<file path="src/rtl/stim_pattern_gen.sv">
// ---------------------------------------------------------------------------
// stim_pattern_gen
//  Programmable data-pattern source for the d_i bus of the long_comb_path
//  timing-stress stages. One instance per clock domain.
//
//  Patterns (selected by the debounced mode):
//    00 count   : seed 0, increment with wrap
//    01 LFSR    : seed LFSR_SEED (0 forced to 1), Galois right shift
//    10 walk    : seed 1, rotate left
//    11 checker : seed 0101..01, bitwise invert each step
//
//  Ports
//    clk      in   1      clock, all logic on posedge
//    rst      in   1      asynchronous reset, active low
//    en_i     in   1      run enable (synchronous to clk)
//    mode_i   in   2      raw switch mode select (asynchronous)
//    div_i    in   DIV_W  step period minus 1 (0 = step every cycle)
//    d_o      out  WIDTH  registered pattern word
//    valid_o  out  1      strobe, high in every cycle in which d_o changes
//    mode_o   out  2      accepted (debounced) mode
// ---------------------------------------------------------------------------
module stim_pattern_gen #(
  parameter int unsigned      WIDTH     = 32,
  parameter int unsigned      DIV_W     = 8,
  parameter int unsigned      DB_CYCLES = 1024,
  parameter logic [WIDTH-1:0] LFSR_TAPS = 32'h8020_0003,
  parameter logic [WIDTH-1:0] LFSR_SEED = 32'h0000_0001
) (
  input  logic             clk,
  input  logic             rst,
  input  logic             en_i,
  input  logic [1:0]       mode_i,
  input  logic [DIV_W-1:0] div_i,
  output logic [WIDTH-1:0] d_o,
  output logic             valid_o,
  output logic [1:0]       mode_o
);

  localparam int unsigned DB_W = $clog2(DB_CYCLES + 1);
  localparam logic [WIDTH-1:0] ONE = WIDTH'(1);
  // An all-zero LFSR state would lock up, so a zero seed is replaced by 1.
  localparam logic [WIDTH-1:0] SEED_LFSR = (LFSR_SEED == '0) ? ONE : LFSR_SEED;

  typedef enum logic [1:0] {IDLE, LOAD, RUN} state_t;

  // Checkerboard seed: even bits set (5555_5555 for 32 bits).
  logic [WIDTH-1:0] check_seed;
  for (genvar gi = 0; gi < WIDTH; gi++) begin : g_check_seed
    assign check_seed[gi] = ((gi % 2) == 0);
  end

  // ---------------------------------------------------------------------
  // Mode input path: 2-flop synchronizer followed by a stability counter.
  // ---------------------------------------------------------------------
  logic [1:0]      sync1_reg, sync2_reg, sync_prev_reg;
  logic [DB_W-1:0] db_cnt_reg;
  logic [1:0]      mode_reg;
  logic            mode_chg_reg;
  logic [DB_W-1:0] stable_cnt;

  // Number of cycles (including the current one) the synced value has held.
  always_comb begin
    stable_cnt = db_cnt_reg + DB_W'(1);
    if (sync2_reg != sync_prev_reg) begin
      stable_cnt = DB_W'(1);
    end
  end

  always_ff @(posedge clk or negedge rst) begin
    if (!rst) begin
      sync1_reg     <= 2'b00;
      sync2_reg     <= 2'b00;
      sync_prev_reg <= 2'b00;
      db_cnt_reg    <= '0;
      mode_reg      <= 2'b00;
      mode_chg_reg  <= 1'b0;
    end else begin
      sync1_reg     <= mode_i;
      sync2_reg     <= sync1_reg;
      sync_prev_reg <= sync2_reg;
      mode_chg_reg  <= 1'b0;
      if (sync2_reg == mode_reg) begin
        db_cnt_reg <= '0;
      end else if (stable_cnt >= DB_W'(DB_CYCLES)) begin
        // mode_chg is high in the same cycle the new mode becomes visible,
        // so a LOAD triggered by it always picks up the new seed.
        mode_reg     <= sync2_reg;
        mode_chg_reg <= 1'b1;
        db_cnt_reg   <= '0;
      end else begin
        db_cnt_reg <= stable_cnt;
      end
    end
  end

  // ---------------------------------------------------------------------
  // Pattern FSM and datapath
  // ---------------------------------------------------------------------
  state_t           state_reg, state_next;
  logic [WIDTH-1:0] d_reg, d_next;
  logic             valid_reg, valid_next;
  logic [DIV_W-1:0] div_cnt_reg, div_cnt_next;
  logic [WIDTH-1:0] seed, step;

  always_comb begin
    seed = '0;
    step = d_reg + ONE;
    unique case (mode_reg)
      2'b00: begin
        seed = '0;
        step = d_reg + ONE;
      end
      2'b01: begin
        seed = SEED_LFSR;
        if (d_reg == '0) begin
          step = SEED_LFSR;
        end else begin
          step = (d_reg >> 1) ^ (d_reg[0] ? LFSR_TAPS : '0);
        end
      end
      2'b10: begin
        seed = ONE;
        step = {d_reg[WIDTH-2:0], d_reg[WIDTH-1]};
      end
      2'b11: begin
        seed = check_seed;
        step = ~d_reg;
      end
      default: ;
    endcase
  end

  always_comb begin
    state_next   = state_reg;
    d_next       = d_reg;
    valid_next   = 1'b0;
    div_cnt_next = div_cnt_reg;
    unique case (state_reg)
      IDLE: begin
        if (en_i) state_next = LOAD;
      end
      LOAD: begin
        d_next       = seed;
        valid_next   = 1'b1;
        div_cnt_next = '0;
        state_next   = RUN;
      end
      RUN: begin
        if (mode_chg_reg) begin
          state_next = LOAD;
        end else if (en_i) begin
          // >= so that lowering div_i below the count steps right away.
          if (div_cnt_reg >= div_i) begin
            d_next       = step;
            valid_next   = 1'b1;
            div_cnt_next = '0;
          end else begin
            div_cnt_next = div_cnt_reg + DIV_W'(1);
          end
        end
      end
      default: state_next = IDLE;
    endcase
  end

  always_ff @(posedge clk or negedge rst) begin
    if (!rst) begin
      state_reg   <= IDLE;
      d_reg       <= '0;
      valid_reg   <= 1'b0;
      div_cnt_reg <= '0;
    end else begin
      state_reg   <= state_next;
      d_reg       <= d_next;
      valid_reg   <= valid_next;
      div_cnt_reg <= div_cnt_next;
    end
  end

  assign d_o     = d_reg;
  assign valid_o = valid_reg;
  assign mode_o  = mode_reg;

endmodule
</file>
<file path="config.mk">
export PLATFORM = sky130hd
export DESIGN_NAME = stim_pattern_gen
export DESIGN_NICKNAME = d
export VERILOG_FILES = /design/src/rtl/stim_pattern_gen.sv
export SDC_FILE = /design/constraint.sdc
export NUM_CORES = 1
export LEC_CHECK = 0
export CAP_MARGIN = 20
export CORE_ASPECT_RATIO = 0.8
export CORE_MARGIN = 4
export CORE_UTILIZATION = 25
export DETAILED_ROUTE_END_ITERATION = 12
export PLACE_DENSITY = 0.5
export SLEW_MARGIN = 0
export SYNTH_ARGS = -nofsm -noshare
export SYNTH_HDL_FRONTEND = slang
export SYNTH_SLANG_ARGS = --single-unit
</file>
<file path="constraint.sdc">
create_clock -name clk -period 3.55 [get_ports clk]
set_input_delay 0.355 -clock clk [delete_from_list [all_inputs] [get_ports clk]]
set_output_delay 0.355 -clock clk [all_outputs]
set_load 0.05 [all_outputs]
</file>
# == Word-level counts from Yosys, hierarchy flattened ==
# Index checks and enable logic that the tools add are counted.
# totals
out_inout_bits,35
latch_bits,0
mem_bits_ro,0
mem_count,0
register_bits,63
ram_bits,0
# op_classes
reduce_logical,9
n_mul,0
order_cmp,2
bitwise_logic,3
n_mux,24
eq_ne,12
add_sub_neg,3
n_div,0
shifts,0
# ops
operator,count
$mux W32,5
$pmux W32 S4,1
$pmux W32 S3,1
$pmux W32 S2,1
$mux W11,3
$add A32 B1 Y32 const B,1
$logic_not A32 Y1,1
$not A32 Y32,1
$xor A31 B32 Y32,1
$mux W8,3
$pmux W8 S2,1
$add A11 B1 Y11 const B,1
$ge A11 B11 Y1 const B,1
$ne A2 B2 Y1 const B,5
$add A8 B1 Y8 const B,1
$ge A8 B8 Y1,1
$eq A2 B2 Y1 const B,3
$pmux W2 S3,1
$mux W1,5
$eq A2 B1 Y1 const B,2
$logic_not A2 Y1,2
$mux W2,2
$reduce_and A2 Y1,2
$reduce_and A4 Y1,1
7 further kinds,7

# == Longest topological paths before layout ==
# Gate-level depths: netlist (run 1).
# depth
depth_word,8
ltp_mapped,11
ltp_nobuf,8

# == Worst setup path before layout (run 1) ==
# Ideal clock, no wire load.
# synth_path
path_kind,reg-to-reg
start,reg d_reg[0] (netlist: d_o[0])
end,reg d_reg[31] (netlist: d_o[31])
stages_incl_launch_ff,12
n_path_buf,3
arrival_time_ns,2.252
slack_ns,1.175
required_ns,3.426
setup_time_ns,0.124
cell_sequence,dfrtp_1 > clkbuf_1 > inv_1 > ha_1 > nor4b_1 > nand4_1 > o21a_1 > buf_2 > buf_6 > a21o_1 > a32oi_1 > nand2_1
# synth_via
elab_chain_len,8
# synth_lines
element,line_no,source
from (decl),100,"logic [WIDTH-1:0] d_reg, d_next;"
from (signal assigned),174,d_reg <= d_next;
branches (longest 3 deep; another with $add A32 B1 Y32),--,
$pmux W32 S4 (*),108,unique case (mode_reg)
$mux W32 (*),153,if (div_cnt_reg >= div_i) begin
$mux W32 (*),151,end else if (en_i) begin
$mux W32 (*),149,if (mode_chg_reg) begin
$pmux W32 S2 (*),138,unique case (state_reg)
# Every way passes the cells marked *. The select of a mux whose other input is x is not followed.
# A chain may end at the register's enable or synchronous reset.

# == Worst setup path in the final report (run 1) ==
# layout_path
start,in div_i[7]
end,reg d_reg[14] (netlist: d_o[14])
# layout_via
elab_chain_len,3
# layout_lines
element,line_no,source
from (decl),33,"input logic [DIV_W-1:0] div_i,"
$ge A8 B8 Y1,153,
$ne A2 B2 Y1 (no line),--,
$reduce_and A4 Y1 (no line),--,
# Every way passes these cells.

==> impl_metrics.env, run 1 <==
export IMPL_status="completed"
export IMPL_largest_net_degree_at_the_start_of_global_routing=38
export IMPL_rsz0062_at_grt="false"
export IMPL_r2r_start="div_cnt_reg[0]$_DFFE_PN0P_"
export IMPL_routedWlPerCell_um=18.09
export IMPL_overflow=0
export IMPL_top_level_ports=48
export IMPL_antenna_diode_count=0
export IMPL_synth_edf_count=0
export IMPL_final_setup_tns_ns=0
export IMPL_worst_hold_slack_ns=0.1527
export IMPL_worstSetupEndpointType="flip-flop"
export IMPL_number_of_buffers_created_by_cts=9
export IMPL_finClkSkew_ns=0.01131
export IMPL_power_leakage_nw=2.081
export IMPL_achievable_frequency_mhz=363.5
export IMPL_setup_worst_path_class="input pin to flip-flop"
export IMPL_power_density_nw_per_um2=943.0
export IMPL_clkLatencyLatePin_ns=0.34
export IMPL_worst_pin_slew_ns=1.028
export IMPL_drt_iter0_markers=482
export IMPL_drt_first_pass_iters=6
export IMPL_drc=0
export IMPL_yosys_register_bits=63
export IMPL_top_reg_cell_synth="dfrtp_1"
export IMPL_clk_pin_slew_worst_paths_ns=0.06
export IMPL_route_final_wire_length_um=14240
export IMPL_n_fill_cell=1774
export IMPL_min_period_ns=2.751
export IMPL_place_port_buffers=47
export IMPL_detail_route_antenna_nets=0
export IMPL_post_synth_inst_count=531
export IMPL_vdd_ir_drop_max_mv=0.3244
export IMPL_cts_tree="built"
export IMPL_grt_total_usage_pct=14.23
export IMPL_timing_final_crit_share_pct=77.50
export IMPL_post_syn_area_per_cell_um2=8.195
export IMPL_setup_fix_bufs_post_cts=0
export IMPL_maximum_clock_insertion_buffer_count=2
export IMPL_min_delay_path_class="input pin to asynchronous set/reset pin"
export IMPL_detailed_place_hpwl_um=9538
export IMPL_asyncSetResetFlopFracSynth_pct=100.0
export IMPL_worstPathMaxFanout=7
export IMPL_synth_net_count=559
export IMPL_tritoncts_num_sinks=63
export IMPL_reg2regPathDepth=8
export IMPL_area_growth_synth_to_final_pct=21.51
export IMPL_post_cts_resized=0
export IMPL_yosys_area_top_type="dfrtp_1"
export IMPL_start_kind="input pin"
export IMPL_core_region_area_um2=16820
export IMPL_yosysWarnings=0
export IMPL_netlist_top_cells_area="dfrtp_1 (36%), a21oi_1 (7.2%), nor2_1 (5.7%)"
export IMPL_floorplan_die_area_um2=19590
export IMPL_seq_area_frac_synth_pct=36.23
export IMPL_synth_cell_area_um2=4352
export IMPL_final_layout_size_suffix_gt1_share_pct=8.113
export IMPL_initial_cell_density_of_the_core_pct=25.88
export IMPL_detailroute_via_count=4295
export IMPL_synthDominantCellAreaShare_pct=36.23
export IMPL_htree_levels=3
export IMPL_setup_viol=0
export IMPL_first_pass_grt_wire_length_um=22490
export IMPL_setup_slack_on_the_worst_flop_to_flop_path_ns=0.81
export IMPL_timing_critical_path_arrival_ns=2.90
export IMPL_first_global_vias=3973
export IMPL_die_y_um=126.0
export IMPL_holdBufCountCts=0
export IMPL_slew_limit_headroom_pct=31.15
export IMPL_final_hold_viol_count=0
export IMPL_antenna_violations_before_repair=0
export IMPL_final_max_slew_viol_count=0
export IMPL_synth_lib_cells_used_distinct=61
export IMPL_largest_register_ff_count=32
export IMPL_cts_root_buffer="clkbuf_16"
export IMPL_placement_rows=42
export IMPL_regToRegEndpoint="d_o[14]$_DFFE_PN0P_"
export IMPL_fp_dieW_um=155.5
export IMPL_globalplace_congestion=0.8879
export IMPL_finish_net_count=590
export IMPL_critPathRequiredTime_ns=3.70
export IMPL_drv_cap=0
export IMPL_vias_per_cell=5.457
## area by class of cell
| type | count | area (µm²) | share of cell area (%) |
|---|---|---|---|
| Inverter | 21 | 78.83 | 1.491 |
| Clock buffer | 9 | 225.2 | 4.259 |
| Sequential cell | 63 | 1577 | 29.82 |
| Clock inverter | 7 | 55.05 | 1.041 |
| Multi-Input combinational cell | 407 | 2514 | 47.54 |
| Timing Repair Buffer | 60 | 563.0 | 10.65 |
| Tap cell | 220 | 275.3 | 5.206 |
## routing by layer
| metal | up-vias | part of all wire (%) | track usage [%] |
|---|---|---|---|
| met5 | - | 0 | 0 |
| met3 | 27 | 8.0 | 3.189 |
| met1 | 2069 | 50 | 22.33 |
| li1 | 1995 | - | - |
| met4 | 0 | 1.8 | 4.272 |
| met2 | 204 | 41 | 19.08 |
## cells in the mapped netlist, drive strengths merged (4+ instances only)
cell     number
nor2         66
a21oi        63
dfrtp        63
nand2        37
o21ai        36
nand3        28
clkbuf       23
inv          21
o22a         18
buf          17
o22ai        16
ha           15
o21a         15
xor2         14
nand4        13
nor4         10
xnor2         7
and2          5
and3          5
and4          5
nand2b        5
o2bb2ai       4
## power by group
part	switching (W)	internal, W
logic	0.00173	0.000966
registers	0.000511	0.000929
clock network	0.000367	0.000480
total	0.00261	0.00237
## cells by family (layout without fill, tap and decap cells)
kind of cell / count (synthesis) / in the layout / share of synthesized area, %
AOI/OAI and AO/OA: 184 / 184 / 27.14
and+or+nand+nor: 183 / 183 / 21.19
DFF: 63 / 63 / 36.23
buffers and inverters: 61 / 97 / 6.067
xor gates and xnor gates: 21 / 21 / 4.227
adders and majority gates: 15 / 15 / 4.313
muxes: 3 / 3 / 0.7475
other: 1 / 1 / 0.08617
## metrics by stage
step	total power, W	instance area [µm²]	worst slack, ns	instances	utilization [%]
2_1_floorplan	0.003223	4352	1.175	531	-
3_3_place_gp	0.004085	5007	0.4657	771	29.78
3_5_place_dp	0.004095	5007	0.4644	771	29.78
4_1_cts	0.004964	5288	0.8177	787	31.44
5_1_grt	0.005276	5288	0.5964	787	31.44
6_report	0.004986	5288	0.7987	787	31.44
## how the worst max path moves through the flow
| stage | startpoint | endpoint | slack, ns | depth (start not counted) |
|---|---|---|---|---|
| floorplan | d_o[0]$_DFFE_PN0P_ | d_o[31]$_DFFE_PN0P_ | 1.17 | 11 |
| CTS | div_cnt_reg[0]$_DFFE_PN0P_ | d_o[14]$_DFFE_PN0P_ | 0.82 | 8 |
| finish | div_i[7] | d_o[14]$_DFFE_PN0P_ | 0.80 | 8 |
| global placement | div_i[0] | d_o[14]$_DFFE_PN0P_ | 0.47 | 8 |
| detailed placement | div_i[7] | d_o[14]$_DFFE_PN0P_ | 0.46 | 8 |
| global route | div_cnt_reg[0]$_DFFE_PN0P_ | d_o[14]$_DFFE_PN0P_ | 0.60 | 8 |
## layout by cell type (no fill, tap or decap), drive strengths merged, types with 16 or more instances in the layout
master,instances
a21oi,63
clkdlybuf4s50,46
dfrtp,63
inv,24
nand2,37
nand3,28
nor2,66
o21ai,36
o22a,18
o22ai,16
## critical path: stages
cell and delay (ns):
clkdlybuf4s50_1 0.45, inv_1 0.04, ha_1 0.29, nand2_1 0.07
o41a_2 0.55, a2bb2oi_2 0.16, a31oi_1 0.77, a21oi_1 0.20
Power figures use the tool's default switching activity.
==> run 2: changes to the inputs <==
==> constraint.sdc (replaced) <==
create_clock -name clk -period 2.8 [get_ports clk]
set_input_delay 0.28 -clock clk [delete_from_list [all_inputs] [get_ports clk]]
set_output_delay 0.28 -clock clk [all_outputs]
set_load 0.05 [all_outputs]
==> impl_metrics.env, run 2 (synthesis results as in run 1) <==
export IMPL_status="completed"
export IMPL_reg2regPathDepth=8
export IMPL_globalplace_congestion=0.8551
export IMPL_rsz0062_at_grt="false"
export IMPL_largest_net_degree_at_the_start_of_global_routing=33
export IMPL_worstPathMaxFanout=7
export IMPL_worst_pin_slew_ns=1.015
export IMPL_detailed_place_hpwl_um=10160
export IMPL_final_max_slew_viol_count=0
export IMPL_startpoint_of_the_most_critical_setup_path="div_cnt_reg[0]$_DFFE_PN0P_"
export IMPL_critPathRequiredTime_ns=2.96
export IMPL_largest_register_ff_count=32
export IMPL_start_kind="flip-flop"
export IMPL_clk_pin_slew_worst_paths_ns=0.06
export IMPL_htree_levels=3
export IMPL_setup_viol=0
export IMPL_antenna_violations_before_repair=0
export IMPL_final_hold_viol_count=0
export IMPL_cts_root_buffer="clkbuf_16"
export IMPL_worst_hold_slack_ns=0.3489
export IMPL_achievable_frequency_mhz=363.8
export IMPL_number_of_buffers_created_by_cts=9
export IMPL_grt_total_usage_pct=14.93
export IMPL_finish_net_count=616
export IMPL_slew_limit_headroom_pct=32.01
export IMPL_first_global_vias=4355
export IMPL_first_pass_grt_wire_length_um=23760
export IMPL_vias_per_cell=5.406
export IMPL_detail_route_antenna_nets=0
export IMPL_finClkSkew_ns=0.004943
export IMPL_r2r_start="div_cnt_reg[0]$_DFFE_PN0P_"
export IMPL_timing_critical_path_arrival_ns=2.91
export IMPL_min_path_cells=0
export IMPL_min_delay_path_class="flip-flop to flip-flop"
export IMPL_route_final_wire_length_um=14620
export IMPL_routedWlPerCell_um=17.98
export IMPL_drc=0
export IMPL_maximum_clock_insertion_buffer_count=2
export IMPL_register_area_um2=1577
export IMPL_setup_fix_bufs_post_cts=0
export IMPL_cts_tree="built"
export IMPL_setup_worst_path_class="flip-flop to flip-flop"
export IMPL_tritoncts_num_sinks=63
export IMPL_fp_dieW_um=155.5
export IMPL_antenna_diode_count=0
export IMPL_area_of_the_multi_input_gates_um2=2514
export IMPL_floorplan_die_area_um2=19590
export IMPL_area_growth_synth_to_final_pct=27.03
export IMPL_min_period_ns=2.749
export IMPL_clkLatencyLatePin_ns=0.33
export IMPL_n_fill_cell=1753
export IMPL_layout_cells_most_common_list="nor2_1 (65), a21oi_1 (63), dfrtp_1 (63)"
export IMPL_power_density_nw_per_um2=1210
export IMPL_detailroute_via_count=4395
export IMPL_placement_rows=42
export IMPL_final_common_cell="nor2_1"
export IMPL_die_y_um=126.0
export IMPL_top_level_ports=48
export IMPL_final_setup_tns_ns=0
export IMPL_initial_cell_density_of_the_core_pct=25.88
export IMPL_place_port_buffers=47
export IMPL_vdd_ir_drop_max_mv=0.3288
export IMPL_power_leakage_nw=2.230
export IMPL_drt_iter0_markers=519
export IMPL_core_region_area_um2=16820
export IMPL_drt_first_pass_iters=5
export IMPL_worstSetupEndpointType="flip-flop"
export IMPL_drv_cap=0
export IMPL_hold_start="sync1_reg[0]$_DFF_PN0_"
export IMPL_final_layout_size_suffix_gt1_share_pct=11.80
export IMPL_overflow=0
export IMPL_timing_final_crit_share_pct=98.18
-- run 2: worst max-delay path, cell delays in order (launching register included) --
cell and delay [ns]:
dfrtp_1 0.37, inv_1 0.10, ha_1 0.28, nand2b_1 0.09
a2111oi_0 0.10, o41a_2 0.55, a2bb2oi_2 0.17, a31oi_1 0.75
a2bb2oi_1 0.18
-- run 2: worst paths after layout --
check	slack, ns	to
setup / recovery	0.05	d_o[28]$_DFFE_PN0P_
hold / removal	0.35	sync2_reg[0]$_DFF_PN0_
setup reg to reg	0.05	d_o[28]$_DFFE_PN0P_
hold reg to reg	0.35	sync2_reg[0]$_DFF_PN0_
max in group asynchronous	1.64	db_cnt_reg[6]$_DFF_PN0_
min in group asynchronous	0.40	d_o[27]$_DFFE_PN0P_
-- run 2: what timing repair did --
item	4_1_cts	5_1_grt
endpoints found under the hold margin	12	0
resized for setup	0	0
hold buffers	1	0
-- run 2: stage by stage --
step / std cells / util, % / area, µm² / total power [W] / setup WS (ns)
6_report: 813 / 32.87 / 5528 / 0.006688 / 0.05097
5_1_grt: 813 / 32.87 / 5528 / 0.007091 / 0.01095
4_1_cts: 813 / 32.87 / 5528 / 0.006673 / 0.1584
3_5_place_dp: 796 / 30.89 / 5195 / 0.005406 / -0.09013
3_3_place_gp: 796 / 30.89 / 5195 / 0.005397 / 0.01532
2_1_floorplan: 531 / - / 4352 / 0.004086 / 0.4245
-- run 2: final cells by class --
class | count | share of cell area [%]
clock buffers | 10 | 4.142
clock inverters | 6 | 1.698
inverters | 21 | 1.426
multi-input cells | 407 | 45.47
flip-flops and latches | 63 | 28.52
well taps | 220 | 4.980
repair buffers | 86 | 13.76
-- run 2: per-layer routing --
metal / track usage, % / vias up / routed length (µm)
li1: - / 2050 / -
met1: 22.17 / 2108 / 7004
met2: 20.51 / 217 / 5948
met3: 4.287 / 20 / 1416
met4: 5.147 / 0 / 252
met5: 0 / - / 0
-- run 2: power breakdown --
part / internal [W] / switching [W]
combinational: 0.00138 / 0.00245
sequential: 0.00118 / 0.000447
clock: 0.000785 / 0.000439
==> run 3: changes to the inputs <==
--- a/config.mk
+++ b/config.mk
@@ -10,7 +10,8 @@
 export CORE_MARGIN = 4
 export CORE_UTILIZATION = 25
 export DETAILED_ROUTE_END_ITERATION = 12
-export PLACE_DENSITY = 0.5
+export DONT_BUFFER_PORTS = 1
+export PLACE_DENSITY = 0.46
 export SLEW_MARGIN = 0
 export SYNTH_ARGS = -nofsm -noshare
 export SYNTH_HDL_FRONTEND = slang
==> impl_metrics.env, run 3 (synthesis results as in run 1) <==
export IMPL_power_internal_w=0.003150
export IMPL_timing_final_crit_share_pct=86.25
export IMPL_final_setup_tns_ns=0
export IMPL_largest_register_ff_count=32
export IMPL_antenna_diode_count=0
export IMPL_slew_limit_headroom_pct=42.46
export IMPL_route_final_wire_length_um=14080
export IMPL_detailed_place_hpwl_um=9898
export IMPL_post_route_cell_area_um2=5238
export IMPL_detailroute_via_count=4148
export IMPL_critPathRequiredTime_ns=3.08
export IMPL_detail_route_antenna_nets=0
export IMPL_htree_levels=3
export IMPL_worst_pin_slew_ns=0.8574
export IMPL_status="completed"
export IMPL_final_max_slew_viol_count=0
export IMPL_p_comb_share_pct=56.5
export IMPL_die_y_um=126.0
export IMPL_final_common_cell="nor2_1"
export IMPL_final_layout_size_suffix_gt1_share_pct=15.40
export IMPL_drv_cap=0
export IMPL_worstPathMaxFanout=8
export IMPL_first_global_vias=4158
export IMPL_floorplan_die_area_um2=19590
export IMPL_largest_net_degree_at_the_start_of_global_routing=64
export IMPL_clk_pin_slew_worst_paths_ns=0.07
export IMPL_place_port_buffers=0
export IMPL_placement_rows=42
export IMPL_overflow=0
export IMPL_cts_tree="built"
export IMPL_finClkSkew_ns=0.01029
export IMPL_area_of_the_multi_input_gates_um2=2514
export IMPL_antenna_violations_before_repair=0
export IMPL_timing_critical_path_arrival_ns=2.70
export IMPL_globalplace_congestion=0.8577
export IMPL_setup_worst_path_class="flip-flop to flip-flop"
export IMPL_p_seq_share_pct=23.9
export IMPL_worstSetupEndpointType="flip-flop"
export IMPL_rsz0062_at_grt="false"
export IMPL_drt_first_pass_iters=5
export IMPL_switchingPower_w=0.003303
export IMPL_achievable_frequency_mhz=414.1
export IMPL_finish_net_count=588
export IMPL_grt_total_usage_pct=14.80
export IMPL_power_frac_clock_pct=19.7
export IMPL_final_hold_viol_count=0
export IMPL_maximum_clock_insertion_buffer_count=2
export IMPL_tritoncts_num_sinks=63
export IMPL_core_region_area_um2=16820
export IMPL_switching_share_pct=51.18
export IMPL_min_delay_path_class="input pin to flip-flop"
export IMPL_power_leakage_nw=2.158
export IMPL_n_fill_cell=1753
export IMPL_setup_viol=0
export IMPL_top_level_ports=48
export IMPL_final_core_utilization_pct=31.15
export IMPL_layout_cells_most_common_list="nor2_1 (65), a21oi_1 (63), dfrtp_1 (63)"
export IMPL_first_pass_grt_wire_length_um=23290
export IMPL_register_area_um2=1577
export IMPL_min_period_ns=2.415
export IMPL_post_cts_resized=0
export IMPL_start_kind="flip-flop"
export IMPL_vias_per_cell=5.284
export IMPL_vdd_ir_drop_max_mv=0.4325
export IMPL_fp_dieW_um=155.5
export IMPL_drc=0
export IMPL_routedWlPerCell_um=17.93
export IMPL_cts_root_buffer="clkbuf_16"
export IMPL_number_of_buffers_created_by_cts=9
export IMPL_initial_cell_density_of_the_core_pct=25.88
export IMPL_area_growth_synth_to_final_pct=20.36
export IMPL_drt_iter0_markers=467
export IMPL_clkLatencyLatePin_ns=0.34
export IMPL_power_density_nw_per_um2=1232
export IMPL_cell_area_placed_um2=4850
run 3: layer usage:
metal / wire [µm] / vias to the layer above / track usage, %
met3: 1027 / 10 / 4.184
met4: 133 / 0 / 4.169
met2: 6052 / 124 / 21.53
met1: 6865 / 2022 / 21.41
li1: - / 1992 / -
met5: 0 / - / 0
run 3: final cells by class:
cell class	instances	share of cell area, %
Sequential cell	63	30.10
Clock buffer	9	4.300
Multi-Input combinational cell	407	47.99
Clock inverter	7	2.007
Inverter	21	1.505
Timing Repair Buffer	58	8.839
Tap cell	220	5.256
run 3: worst max-delay path, cell delays in order, from the launching register on:
cell and delay (ns):
dfrtp_1 0.39, inv_1 0.10, ha_1 0.23, nand2b_1 0.13, a2111oi_0 0.40, o41a_2 0.27
o2bb2ai_1 0.09, o21ai_1 0.47, o22a_1 0.27
run 3: power by group through the flow:
stage / registers (W) / clock network [W] / logic (W)
2_1_floorplan: 0.00223 / 0 / 0.00186
3_3_place_gp: 0.00155 / 0 / 0.00359
3_5_place_dp: 0.00155 / 0 / 0.00361
4_1_cts: 0.00153 / 0.00131 / 0.00366
5_1_grt: 0.00158 / 0.00134 / 0.00399
6_report: 0.00154 / 0.00127 / 0.00364
run 3: timing repair:
item | CTS | global route
endpoints found under the hold margin | 65 | 0
setup buffers | 0 | 0
setup endpoints to repair | 0 | 0
hold buffers | 4 | 0
run 3: through the flow:
stage	power, W	hold WS, ns	cells	setup slack [ns]
6_report	0.006453	0.2566	785	0.3850
5_1_grt	0.006912	0.3001	785	0.1354
4_1_cts	0.006497	0.2550	785	0.3055
3_5_place_dp	0.005158	-0.01360	765	0.3192
3_3_place_gp	0.005133	-0.01339	765	0.4585
2_1_floorplan	0.004086	-0.01559	531	0.4245
run 3: worst paths after layout:
kind	from	end	slack, ns	cells after the start
setup reg to reg	div_cnt_reg[0]$_DFFE_PN0P_	d_o[20]$_DFFE_PN0P_	0.39	8
max in group asynchronous	rst	d_o[2]$_DFFE_PN0P_	2.03	2
hold reg to reg	sync1_reg[1]$_DFF_PN0_	sync2_reg[1]$_DFF_PN0_	0.35	0
min in group asynchronous	rst	d_o[25]$_DFFE_PN0P_	0.46	2
hold / removal	en_i	state_reg[1]$_DFFE_PN0P_	0.26	4
setup / recovery	div_cnt_reg[0]$_DFFE_PN0P_	d_o[20]$_DFFE_PN0P_	0.39	8
